<file path="config.mk">
export PLATFORM = sky130hd
export DESIGN_NAME = uart_csr_bridge
export DESIGN_NICKNAME = d
export VERILOG_FILES = /design/src/rtl/uart_csr_bridge.sv
export SDC_FILE = /design/constraint.sdc
export NUM_CORES = 1
export LEC_CHECK = 0
export CORE_MARGIN = 5
export CORE_UTILIZATION = 30
export CTS_BUF_LIST = sky130_fd_sc_hd__clkbuf_4
export CTS_CLUSTER_SIZE = 16
export DETAILED_ROUTE_END_ITERATION = 10
export PLACE_DENSITY = 0.6
export SLEW_MARGIN = 20
export SYNTH_ARGS = -nofsm -noshare
export SYNTH_HDL_FRONTEND = slang
export SYNTH_SLANG_ARGS = --single-unit
export TNS_END_PERCENT = 30
</file>
<file path="constraint.sdc">
create_clock -name clk -period 2.65 [get_ports clk]
set_input_delay 0.53 -clock clk [delete_from_list [all_inputs] [get_ports clk]]
set_output_delay 0.53 -clock clk [all_outputs]
set_load 0.03 [all_outputs]
</file>
<file path="src/rtl/uart_csr_bridge.sv">
// UART byte-stream to CSR bus bridge: parses 'W'/'R' command packets, issues single-cycle
// CSR strobes and returns ACK (plus read data) or NAK to the UART transmitter.
//
// state  | meaning
// IDLE   | waiting for a 'W' or 'R' command byte
// ADDR   | expecting the address byte
// DATA   | collecting write data d0..d3, LSB first
// CRC    | expecting the trailing CRC byte
// EXEC   | issuing the CSR strobe, or diverting to NAK
// RDWAIT | capturing registered read data
// RESP   | sending ACK and read data bytes
// NAK    | sending the NAK byte
module uart_csr_bridge #(
   parameter int TIMEOUT_CYC = 100000
) (
   input  logic        clk,
   input  logic        rst_n,
   input  logic        rx_valid,
   input  logic [7:0]  rx_data,
   output logic        tx_valid,
   output logic [7:0]  tx_data,
   input  logic        tx_ready,
   output logic        csr_wr_en,
   output logic        csr_rd_en,
   output logic [7:0]  csr_addr,
   output logic [31:0] csr_wdata,
   input  logic [31:0] csr_rdata,
   input  logic        crc_en,
   output logic        busy,
   output logic [7:0]  err_cnt
);
   localparam logic [7:0] CMD_WR   = 8'h57;
   localparam logic [7:0] CMD_RD   = 8'h52;
   localparam logic [7:0] ACK_BYTE = 8'h06;
   localparam logic [7:0] NAK_BYTE = 8'h15;
   localparam int TW = $clog2(TIMEOUT_CYC);
   localparam logic [TW-1:0] TO_LOAD = TW'(TIMEOUT_CYC - 1);

   typedef enum logic [2:0] {
      S_IDLE, S_ADDR, S_DATA, S_CRC, S_EXEC, S_RDWAIT, S_RESP, S_NAK
   } state_t;

   state_t        state_q, state_d;
   logic          is_write_q, crc_en_q, crc_bad_q;
   logic [7:0]    crc_q, addr_q, err_cnt_q;
   logic [31:0]   wdata_q, rdata_q;
   logic [1:0]    data_idx_q;
   logic [2:0]    resp_idx_q;
   logic [TW-1:0] to_cnt_q;
   logic          is_cmd, in_rx_phase, timeout, exec_ok, tx_hs, resp_last, err_evt;

   function automatic logic [7:0] crc8_upd(input logic [7:0] crc, input logic [7:0] b);
      logic [7:0] c;
      c = crc ^ b;
      for (int i = 0; i < 8; i++) begin
         c = c[7] ? ((c << 1) ^ 8'h07) : (c << 1);
      end
      return c;
   endfunction

   assign is_cmd      = (rx_data == CMD_WR) || (rx_data == CMD_RD);
   assign in_rx_phase = (state_q == S_ADDR) || (state_q == S_DATA) || (state_q == S_CRC);
   assign timeout     = in_rx_phase && !rx_valid && (to_cnt_q == '0);
   assign exec_ok     = (addr_q[1:0] == 2'b00) && !crc_bad_q;
   assign tx_hs       = tx_valid && tx_ready;
   assign resp_last   = is_write_q || (resp_idx_q == 3'd4);

   // Coincident error events collapse into a single increment.
   assign err_evt = ((state_q == S_IDLE) && rx_valid && !is_cmd)
                  || timeout
                  || (rx_valid && ((state_q == S_EXEC) || (state_q == S_RDWAIT) ||
                                   (state_q == S_RESP) || (state_q == S_NAK)))
                  || ((state_q == S_EXEC) && !exec_ok);

   always_ff @(posedge clk or negedge rst_n) begin
      if (!rst_n) state_q <= S_IDLE;
      else        state_q <= state_d;
   end

   always_comb begin
      state_d = state_q;
      case (state_q)
         S_IDLE:   if (rx_valid && is_cmd) state_d = S_ADDR;
         S_ADDR:   if (rx_valid)  state_d = is_write_q ? S_DATA : (crc_en_q ? S_CRC : S_EXEC);
                   else if (timeout) state_d = S_IDLE;
         S_DATA:   if (rx_valid) begin
                      if (data_idx_q == 2'd3) state_d = crc_en_q ? S_CRC : S_EXEC;
                   end else if (timeout) state_d = S_IDLE;
         S_CRC:    if (rx_valid) state_d = S_EXEC;
                   else if (timeout) state_d = S_IDLE;
         // CRC failures also pass through EXEC so NAK timing matches the aligned case.
         S_EXEC:   state_d = exec_ok ? (is_write_q ? S_RESP : S_RDWAIT) : S_NAK;
         S_RDWAIT: state_d = S_RESP;
         S_RESP:   if (tx_hs && resp_last) state_d = S_IDLE;
         S_NAK:    if (tx_hs) state_d = S_IDLE;
         default:  state_d = S_IDLE;
      endcase
   end

   always_comb begin
      tx_valid  = 1'b0;
      tx_data   = 8'h00;
      csr_wr_en = 1'b0;
      csr_rd_en = 1'b0;
      case (state_q)
         S_EXEC: begin
            csr_wr_en = exec_ok && is_write_q;
            csr_rd_en = exec_ok && !is_write_q;
         end
         S_RESP: begin
            tx_valid = 1'b1;
            case (resp_idx_q)
               3'd0:    tx_data = ACK_BYTE;
               3'd1:    tx_data = rdata_q[7:0];
               3'd2:    tx_data = rdata_q[15:8];
               3'd3:    tx_data = rdata_q[23:16];
               default: tx_data = rdata_q[31:24];
            endcase
         end
         S_NAK: begin
            tx_valid = 1'b1;
            tx_data  = NAK_BYTE;
         end
         default: ;
      endcase
   end

   assign busy      = (state_q != S_IDLE);
   assign csr_addr  = addr_q;
   assign csr_wdata = wdata_q;
   assign err_cnt   = err_cnt_q;

   always_ff @(posedge clk or negedge rst_n) begin
      if (!rst_n) begin
         is_write_q <= 1'b0;
         crc_en_q   <= 1'b0;
         crc_bad_q  <= 1'b0;
         crc_q      <= 8'h00;
         addr_q     <= 8'h00;
         wdata_q    <= 32'h0;
         rdata_q    <= 32'h0;
         data_idx_q <= 2'd0;
         resp_idx_q <= 3'd0;
         to_cnt_q   <= '0;
         err_cnt_q  <= 8'h00;
      end else begin
         if (in_rx_phase) begin
            if (rx_valid)             to_cnt_q <= TO_LOAD;
            else if (to_cnt_q != '0)  to_cnt_q <= to_cnt_q - 1'b1;
         end
         case (state_q)
            S_IDLE: if (rx_valid && is_cmd) begin
               is_write_q <= (rx_data == CMD_WR);
               crc_en_q   <= crc_en;
               crc_bad_q  <= 1'b0;
               crc_q      <= crc8_upd(8'h00, rx_data);
               data_idx_q <= 2'd0;
               to_cnt_q   <= TO_LOAD;
            end
            S_ADDR: if (rx_valid) begin
               addr_q <= rx_data;
               crc_q  <= crc8_upd(crc_q, rx_data);
            end
            S_DATA: if (rx_valid) begin
               wdata_q[{data_idx_q, 3'b000} +: 8] <= rx_data;
               data_idx_q <= data_idx_q + 2'd1;
               crc_q      <= crc8_upd(crc_q, rx_data);
            end
            S_CRC:    if (rx_valid) crc_bad_q <= (rx_data != crc_q);
            S_EXEC:   resp_idx_q <= 3'd0;
            S_RDWAIT: rdata_q <= csr_rdata;
            S_RESP:   if (tx_hs && !resp_last) resp_idx_q <= resp_idx_q + 3'd1;
            default: ;
         endcase
         if (err_evt && (err_cnt_q != 8'hFF)) err_cnt_q <= err_cnt_q + 8'd1;
      end
   end
endmodule

</file>
==> impl_summary.md <==
Outcome
The flow ran to the end, but the final reports show violations. The final reports fail on negative setup slack.

Worst setup path
In this run the worst path has a maximum fanout of 8. The worst register-to-register path begins at to_cnt_q[0]. In this run the critical register-to-register path is captured at to_cnt_q[0]. By startpoint and endpoint, the worst setup path is classified as flip-flop to primary output. The element type at the critical path end is a primary output. The flop-to-flop setup slack is around 470 ps. The data arrival time of the critical path is about 2100 ps. The most critical setup path has its startpoint at resp_idx_q[0]. The endpoint required time on the critical path is 2120 ps. The startpoint type of the worst setup path is a flip-flop. For the worst flop-to-flop path, the logic depth is 7.

Place
The number of buffer cells added on primary ports is around 100. Once detailed placement completed, the half-perimeter wirelength came to roughly 12000 um. The instance count after placement with tap cells included is 995. Routability-driven placement finished with a final weighted congestion of between 0.7 and 0.8.

Layout
Of the cells placed in the final design, the portion with a size suffix greater than 1 is 0.204. The most frequent standard cell in the layout excluding fill and tap cells is sky130_fd_sc_hd__dfrtp_1. The final layout contains about 810 nets. Compared with the post-synthesis result, the final layout area differs by 30.3%.

The number of cells in the finished layout apart from fillers is 1031. The top cell types in the final layout, fill and taps aside, are sky130_fd_sc_hd__dfrtp_1 (116), sky130_fd_sc_hd__nand2_1 (103), sky130_fd_sc_hd__clkdlybuf4s50_1 (92), sky130_fd_sc_hd__o21ai_0 (45), sky130_fd_sc_hd__mux2_2 (45).

Synth
The share of the Yosys chip area taken by registers is 0.464. The netlist uses 75 different library cells. The post-synthesis cell area is between 0.006 and 0.007 mm2.

Of all flip-flops after synthesis, the portion carrying an async set or reset was 1.00. The Yosys warning count is 0. In the synthesized netlist, the number of instances is 615. The total of flip-flops plus latches after synthesis is between 100 and 150. The dominant synthesized flop cell is sky130_fd_sc_hd__dfrtp_1. The synthesized net count is slightly below 700. In this run, synthesis inferred 0 flip-flops with an integrated enable. The average footprint of a synthesized cell is ~10 um2.

Route
The wire length reported by the detailed router is 16300 um. The total via count in the routed design is just under 5000. The detailed router finished its first iteration with 180 violations. The total DRC errors in the routed layout is 0. After detailed routing, the average wire length per cell comes to 15.8 um. In the routed layout, each cell is associated on average with a via count of around 4.8. For this run, the detailed router's first-pass iteration total came to 5. Once detail routing completed, the nets flagged for antenna violations numbered 0.

Hold path
Counting instances, the worst hold path has a depth of 1. The type of the most critical hold path is flip-flop to flip-flop. The start point of the worst min-delay path is err_cnt[4]. The worst hold path terminates at err_cnt[4].

Timing
The worst path in the final design needs a cycle of around 2700 ps, including I/O delays and setup. The worst pin sits at a relative slew slack of 0.474. The final number of hold-violating endpoints is 0. The maximum clock frequency is around 380 MHz. Setup repair after global routing could not meet its margin everywhere. Setup violations remaining at the end of the flow were counted as 5. The slew at the pin with the worst max-slew slack is approximately 780 ps. The final number of max-transition violations came to 0.

Setup slack on the critical path of the routed design comes to -14.0 ps. The clock tree skew after final layout is approximately 30 ps. In the finished design, the share of the clock period the worst path needs comes to 1.01.

Job
The tool flagged a number of max-cap violations equal to 0.

Global routing
The first-pass GRT wire length is about 27000 um. The total congestion overflow is 0. The pin count of the biggest net entering global routing is 46. The number of global-route vias before repair came to 5002. The initial antenna violation count is 1. The global routing usage summed across all routing layers is 0.141.

Clocking
After clock tree synthesis, the clock-pin slew on the worst setup and hold paths is approximately 120 ps. The number of buffers added by the clock tree synthesis step is 17. TritonCTS built the clock tree.

Counting every sink on the clock net gives ~120. In this run the deepest clock path goes through 2 buffers. The maximum level of the CTS H-tree is 4.

The clock root buffer is sky130_fd_sc_hd__clkbuf_4. For the worst-skew pair, the clock arrives at the later sink with an insertion delay of 550 ps.

Pwr
The total power of the final layout is between 9000 and 10000 uW. For this design the static power due to leakage is 0.00336 uW. In this run the power density over the cells is between 1000 and 1500 mW/mm2.

The peak supply drop is roughly 0.55 mV.

Die
From left edge to right edge, the die measures about 150 um. The core area is 0.0204 mm2. The I/O pin total is around 110. The die covers around 0.024 mm2. After floorplanning, the core was divided into 52 placement rows.

The initial utilization of the core area, before any placement, comes to 0.307. Measured along the y axis, the die boundary spans approximately 150 um.
critical path, cell delays in order (launching register included):
cell                       delay [ps]
sky130_fd_sc_hd__dfrtp_1          440
sky130_fd_sc_hd__ha_2             220
sky130_fd_sc_hd__ha_4             200
sky130_fd_sc_hd__a222oi_1         340
sky130_fd_sc_hd__nor2_1            70
sky130_fd_sc_hd__a21oi_1          120
sky130_fd_sc_hd__nor2_1            50
sky130_fd_sc_hd__buf_4            180
Yosys cell counts (17+ instances only):
master	number	share of area
sky130_fd_sc_hd__dfrtp_1	116	0.46
sky130_fd_sc_hd__nand2_1	103	0.062
sky130_fd_sc_hd__o21ai_0	47	0.038
sky130_fd_sc_hd__mux2_2	45	0.081
sky130_fd_sc_hd__nor2_1	27	0.016
sky130_fd_sc_hd__xor2_1	25	0.035
sky130_fd_sc_hd__ha_1	21	0.042
sky130_fd_sc_hd__xnor2_1	20	0.028
sky130_fd_sc_hd__nand3_1	19	0.015
sky130_fd_sc_hd__inv_1	18	0.011
sky130_fd_sc_hd__nor3_1	18	0.014
sky130_fd_sc_hd__a21oi_1	17	0.014
routing by layer:
layer / up-vias / track usage / part of all wire / wire length, um
met3: 24 / 0.0299 / 0.034 / 559
li1: 2427 / - / - / -
met1: 2381 / 0.181 / 0.45 / 7260
met4: 0 / 0.0509 / 0.024 / 383
met5: - / 0 / 0 / 0
met2: 91 / 0.233 / 0.50 / 8070
cell families after synthesis:
group                    after synthesis  share of synthesized area
XOR/XNOR                              49                     0.0785
buffers and inverters                 52                     0.0358
flip-flops                           116                      0.464
AND/OR/NAND/NOR                      214                      0.169
multiplexers                          48                     0.0863
adder cells (fa/ha/maj)               21                     0.0420
AO/OA/AOI/OAI                        115                      0.125
state kept, by name, indices dropped and copies added (netlist names), 2 cells and up:
signal / cells
err_cnt: 8
to_cnt_q: 17
resp_idx_q: 3
crc_q: 8
state_q: 3
data_idx_q: 2
csr_wdata: 32
rdata_q: 32
csr_addr: 8
final cells by class:
cell class                      instances  area [um2]
Fill cell                            2018       12200
Tap cell                              270         338
Antenna cell                            1        2.50
Clock buffer                           17         128
Timing Repair Buffer                  145        1370
Sequential cell                       116        2900
Clock inverter                         15         159
Inverter                               20        75.1
Multi-Input combinational cell        447        3170
report_power, final:
part | internal, uW | total, uW | switching, uW
Combinational | 2110 | 4650 | 2540
Clock | 508 | 1330 | 821
Sequential | 2470 | 3030 | 554
worst max-delay path by stage:
stage | slack [ps] | to
6_report | -10 | tx_data[7]
5_1_grt | -210 | tx_data[0]
4_1_cts | -80 | tx_data[0]
3_5_place_dp | -50 | to_cnt_q[16]
3_3_place_gp | 20 | tx_data[3]
2_1_floorplan | 140 | tx_data[1]
through the flow:
step	hold WS (ps)	setup slack, ps	instance area [um2]	utilization	TNS [ps]
finish	496	-14.0	8150	0.400	-40.7
global route	514	-208	8150	0.400	-1290
detailed placement	469	-48.2	7810	0.383	-111
global placement	461	16.8	7810	0.383	0
floorplan	234	142	6250	-	0
CTS	489	-76.8	8130	0.399	-345
timing repair:
action                                  CTS  global route
hold endpoints to repair                 40             0
endpoints found under the setup margin    9             8
hold buffers                              1             0
pin swaps                                 6             8
gates resized for setup                  45             3
setup buffers                             2             0
Note: power is estimated with default switching activity, not from simulation.
==> patch 1: new RTL, config.mk and constraints unchanged <==
Reset style: synchronous (`rst_n`), changed in 2 clocked blocks.
--- a/src/rtl/uart_csr_bridge.sv
+++ b/src/rtl/uart_csr_bridge.sv
@@ -72,7 +72,7 @@
                                    (state_q == S_RESP) || (state_q == S_NAK)))
                   || ((state_q == S_EXEC) && !exec_ok);
 
-   always_ff @(posedge clk or negedge rst_n) begin
+   always_ff @(posedge clk) begin
       if (!rst_n) state_q <= S_IDLE;
       else        state_q <= state_d;
    end
@@ -130,7 +130,7 @@
    assign csr_wdata = wdata_q;
    assign err_cnt   = err_cnt_q;
 
-   always_ff @(posedge clk or negedge rst_n) begin
+   always_ff @(posedge clk) begin
       if (!rst_n) begin
          is_write_q <= 1'b0;
          crc_en_q   <= 1'b0;
Check against the original RTL: differs if rst_n is asserted again (counterexample within 4 cycles, from zero or initial values and one cycle with rst_n low); with rst_n held inactive, the same outputs for 4 cycles.
==> patch 1 against the original RTL <==
Area after synthesis shrank 4.3%. Non-clock buffer count grew 10. Critical path type unchanged. Global-route usage increased by 1.9 points. Final area is 3.6% lower. Synthesized cell count grew 22%. Critical endpoint is now tx_data[1]. Count of clock-buffer cells in the layout is 2 higher. Setup slack improved by 36 ps. Sequential share of layout area fell by 6.0 points. Wire length rose by 10%. Sequential cell count did not move.
Power is not compared: it rests on default switching activity, and its combinational part moved more than twofold at a synthesized area within 25%.
==> patch 1: results (changes against the original RTL) <==
** Global route
- The via count of the first global-routing pass came to 5,435 (was 5,002).
- The initial antenna violation count was 0 (was 1).
- Overall track demand over capacity in global routing :: 16.0% (was 14.1%)

** Detailed routing
- The first-iteration detailed-routing DRC count came to 329 (was 180).
- DR vias :: 5,642 (was 4,923)
- The routed length per instance came to 15.6 um (was 15.8 um).
- Aggregate routed wire length :: 17.9 mm (was 16.3 mm)

** Setup path
- Startpoint of the worst-slack reg-to-reg timing path :: to_cnt_q[12] (was to_cnt_q[0])
- The setup slack of the worst register-to-register path was 210 ps (was 470 ps).
- The path depth of the worst reg2reg path was 6 (was 7).
- The critical path endpoint is tx_data[1] (was tx_data[7]).
- Reg2Reg Capture Point :: state_q[1] (was to_cnt_q[0])
- Launch point of the worst path :: resp_idx_q[0] (unchanged)
- The arrival time of the worst setup path came to 2100 ps (was 2130 ps).
- The cell type of the slowest stage on the worst timing path is sky130_fd_sc_hd__dfxtp_4 (was sky130_fd_sc_hd__dfrtp_1).
- Peak fanout along the critical path :: 4 (was 8)

** Placed design
- The cell count after placement came to 1,116 (was 995).
- Detailed-placement wirelength estimate :: 12.8 mm (was 12.1 mm)
- Final GP Congestion :: 0.836 (was 0.794)

** Synth
- Ranking of synthesized cells by area :: sky130_fd_sc_hd__dfxtp_1 (39%), sky130_fd_sc_hd__a21oi_1 (8.3%), sky130_fd_sc_hd__nand2_1 (8.0%), sky130_fd_sc_hd__ha_1 (4.4%), sky130_fd_sc_hd__nand3_1 (3.8%) (was sky130_fd_sc_hd__dfrtp_1 (46%), sky130_fd_sc_hd__mux2_2 (8.1%), sky130_fd_sc_hd__nand2_1 (6.2%), sky130_fd_sc_hd__ha_1 (4.2%), sky130_fd_sc_hd__o21ai_0 (3.8%))
- The synthesized net count was 818 (was 681).
- Most frequent cells after synthesis: sky130_fd_sc_hd__nand2_1 (128), sky130_fd_sc_hd__dfxtp_1 (116), sky130_fd_sc_hd__a21oi_1 (99) (was sky130_fd_sc_hd__dfrtp_1 (116), sky130_fd_sc_hd__nand2_1 (103), sky130_fd_sc_hd__o21ai_0 (47)).
- Cells after synthesis :: 752 (was 615)
- The sequential fraction of the synthesis area is 38.8% (was 46.4%).
- The proportion of synthesized flip-flops having asynchronous set or reset was 0% (was 100%).

** Clock network
- The setup fix buffers added after clock tree synthesis was 1 (was 2).
- The number of resized instances in the post-cts repair step is 59 (was 45).

** STA
- The worst clock skew is 16.3 ps (was 29.4 ps).
- Remaining max-slew budget at the tightest pin :: 57.7% (was 47.4%)

** Layout
- Count of nets after finishing :: 938 (was 813)

** Run status
- Result of the run :: complete, no violations (was finished with violations)
patch 1: per-layer routing:
metal / vias to the layer above / wire (um) / GRT usage (%)
met4: 0 / 234 / 4.76
met5: - / 0 / 0
met3: 21 / 1240 / 5.54
met1: 2621 / 8690 / 21.1
li1: 2847 / - / -
met2: 153 / 7780 / 24.5
patch 1: how the worst min path moves through the flow:
stage	startpoint	end	slack [ps]	cells past startpoint
after floorplan	rdata_q[25]	rdata_q[25]	430	2
after global placement	csr_wdata[10]	csr_wdata[10]	440	2
after detailed placement	csr_wdata[20]	csr_wdata[20]	450	2
after CTS	rdata_q[26]	rdata_q[26]	460	2
after global routing	csr_rdata[22]	rdata_q[22]	470	3
final	rdata_q[26]	rdata_q[26]	460	2
patch 1: report_power, final:
part	switching [uW]	internal (uW)	total, uW	leakage [uW]
Sequential	10.7	1750	1760	0.000936
Clock	673	558	1230	0.000136
Combinational	175	176	351	0.00177
patch 1: cell type report:
class,count,area [um2]
Clock buffer,19,143
Multi-Input combinational cell,563,3440
Inverter,19,71.3
Tap cell,265,332
Clock inverter,13,116
Timing Repair Buffer,155,1420
Sequential cell,116,2330
Fill cell,2058,11700
patch 1: kinds of logic (layout without fill, tap and decap cells):
family	Yosys count	count (layout)	synth area share, %
and+or+nand+nor	312	312	24.5
AOI/OAI and AO/OA	166	166	16.9
adders and majority gates	21	21	4.39
buffers and inverters	73	206	4.85
muxes	23	23	3.87
xor gates and xnor gates	41	41	6.75
DFF	116	116	38.8
patch 1: through the flow:
step	setup WS, ps	utilization, %
floorplan	377	-
global placement	13.7	38.5
detailed placement	-25.5	38.5
CTS	-102	39.9
global route	-182	40.2
finish	21.5	40.2
==> patch 2: new RTL, same flow settings <==
Without the edit above. The parameter `TIMEOUT_CYC` goes from 100000 to 400000.
--- a/src/rtl/uart_csr_bridge.sv
+++ b/src/rtl/uart_csr_bridge.sv
@@ -11,7 +11,7 @@
 // RESP   | sending ACK and read data bytes
 // NAK    | sending the NAK byte
 module uart_csr_bridge #(
-   parameter int TIMEOUT_CYC = 100000
+   parameter int TIMEOUT_CYC = 400000
 ) (
    input  logic        clk,
    input  logic        rst_n,
Check against the original RTL: same outputs for any inputs over 4 cycles, from zero or initial values and one cycle with rst_n low; that may be too few to reach the edited logic, so the function may still have changed.
==> patch 2 against the original RTL <==
Final area is 2.0% higher. Count of clock-buffer cells in the layout is 1 higher. Hold slack worse by 8.6 ps. Power is 2.1% higher. Sequential cell count is 2 higher. Wire length is 1.4% lower. Setup slack better by 16 ps. Final cell count is 2.7% higher. Area after synthesis is 0.46% higher. Critical path type unchanged.
==> patch 2: results (changes against the original RTL) <==
** Layout
- Fraction of final layout cells sized beyond drive strength 1 :: 21.2% (was 20.4%)
- Number of fill cells :: 2,086 (was 2,018)
- Signal inverters :: 17 (was 20)
- # clk buffers :: 18 (was 17)
- The number of buffers other than clock buffers in the final layout is 158 (was 145).
- The fraction of area in registers was 35.5% (was 35.6%).

** Global route
- The global-route track usage on met1 was 18.5% (was 18.1%).
- The global-route wire length before repair came to 26.5 mm (was 26.9 mm).
- The pin count of the biggest net entering global routing is 50 (was 46).

** Synth
- Count of cell types in the netlist :: 57 (was 75)
- Ranking of synthesized cells by area :: sky130_fd_sc_hd__dfrtp_1 (47%), sky130_fd_sc_hd__mux2_2 (8.1%), sky130_fd_sc_hd__nand2_1 (6.6%), sky130_fd_sc_hd__ha_1 (4.2%), sky130_fd_sc_hd__o21ai_0 (3.8%) (was sky130_fd_sc_hd__dfrtp_1 (46%), sky130_fd_sc_hd__mux2_2 (8.1%), sky130_fd_sc_hd__nand2_1 (6.2%), sky130_fd_sc_hd__ha_1 (4.2%), sky130_fd_sc_hd__o21ai_0 (3.8%))
- Most frequent cells after synthesis: sky130_fd_sc_hd__dfrtp_1 (118), sky130_fd_sc_hd__nand2_1 (110), sky130_fd_sc_hd__o21ai_0 (48) (was sky130_fd_sc_hd__dfrtp_1 (116), sky130_fd_sc_hd__nand2_1 (103), sky130_fd_sc_hd__o21ai_0 (47)).
- Number of nets in the synthesized netlist :: 693 (was 681)
- Post-synthesis sequential area ratio :: 47.0% (was 46.4%)

** Min path
- The launch point of the worst hold path is csr_wdata[29] (was err_cnt[4]).
- The endpoint of the worst hold path is csr_wdata[29] (was err_cnt[4]).
- The hold path depth came to 2 (was 1).

** Placed design
- The last weighted congestion value of the routability-driven placer is 0.801 (was 0.794).
- Area after detailed placement :: 7940 um2 (was 7810 um2)
- Instance count after placement with tap cells included :: 1,024 (was 995)

** Die
- The number of rows in the core area is 53 (was 52).

** Setup path
- The maximum fanout along the worst path is 7 (was 8).
- The setup slack of the worst register-to-register path came to 390 ps (was 470 ps).
- The critical path endpoint is tx_data[4] (was tx_data[7]).

** STA
- The achievable frequency came to 378 MHz (was 375 MHz).
- The final hold slack is 487 ps (was 496 ps).
- Fin Clk Skew :: 11.6 ps (was 29.4 ps)

** Clock network
- Post-CTS sizing :: 46 (was 45)
- The setup fix buffers added after clock tree synthesis came to 1 (was 2).

** Pwr
- The standby leakage power was 0.00341 uW (was 0.00336 uW).

** Run status
- Result of the run :: complete, no violations (was finished with violations)

** Detailed routing
- The vias after detailed routing was 5,113 (was 4,923).
## patch 2: cell count changes in the layout (fill, tap and decap cells not counted), sizes merged, moves of 4 or more
| cell | before | now |
|---|---|---|
| a21oi | 18 | 13 |
| buf | 50 | 64 |
| clkinvlp | 1 | 6 |
| inv | 29 | 16 |
| mux2i | 1 | 8 |
| nand2 | 103 | 110 |
| nand3 | 19 | 10 |
| nand4 | 6 | 12 |
| o21ai | 53 | 49 |
| xnor2 | 21 | 28 |
## patch 2: critical path, cell delays in order (launching register included)
cell	delay, ps
sky130_fd_sc_hd__dfrtp_1	400
sky130_fd_sc_hd__ha_2	200
sky130_fd_sc_hd__ha_4	190
sky130_fd_sc_hd__a222oi_1	360
sky130_fd_sc_hd__nand2_1	90
sky130_fd_sc_hd__o21ai_1	80
sky130_fd_sc_hd__a21oi_1	90
sky130_fd_sc_hd__buf_4	170
## patch 2: power groups by stage
| stage | clock (uW) | sequential, uW | combinational, uW |
|---|---|---|---|
| 2_1_floorplan | 0 | 3590 | 2480 |
| 3_3_place_gp | 0 | 3120 | 4680 |
| 3_5_place_dp | 0 | 3140 | 4720 |
| 4_1_cts | 1330 | 3110 | 4810 |
| 5_1_grt | 1400 | 3210 | 5270 |
| 6_report | 1270 | 3110 | 4810 |
## patch 2: logic make-up after synthesis
logic type               Yosys count  synth area share, %
AO/OA/AOI/OAI                    107                 11.0
XOR/XNOR                          54                 8.11
adder cells (fa/ha/maj)           21                 4.18
buffers and inverters             51                 3.23
flip-flops                       118                 47.0
multiplexers                      53                 9.34
AND/OR/NAND/NOR                  223                 17.1
## patch 2: per-layer routing
metal,vias up,share of wire [%]
met2,108,48
met3,21,4.4
met5,-,0
met4,0,1.5
met1,2488,46
li1,2496,-
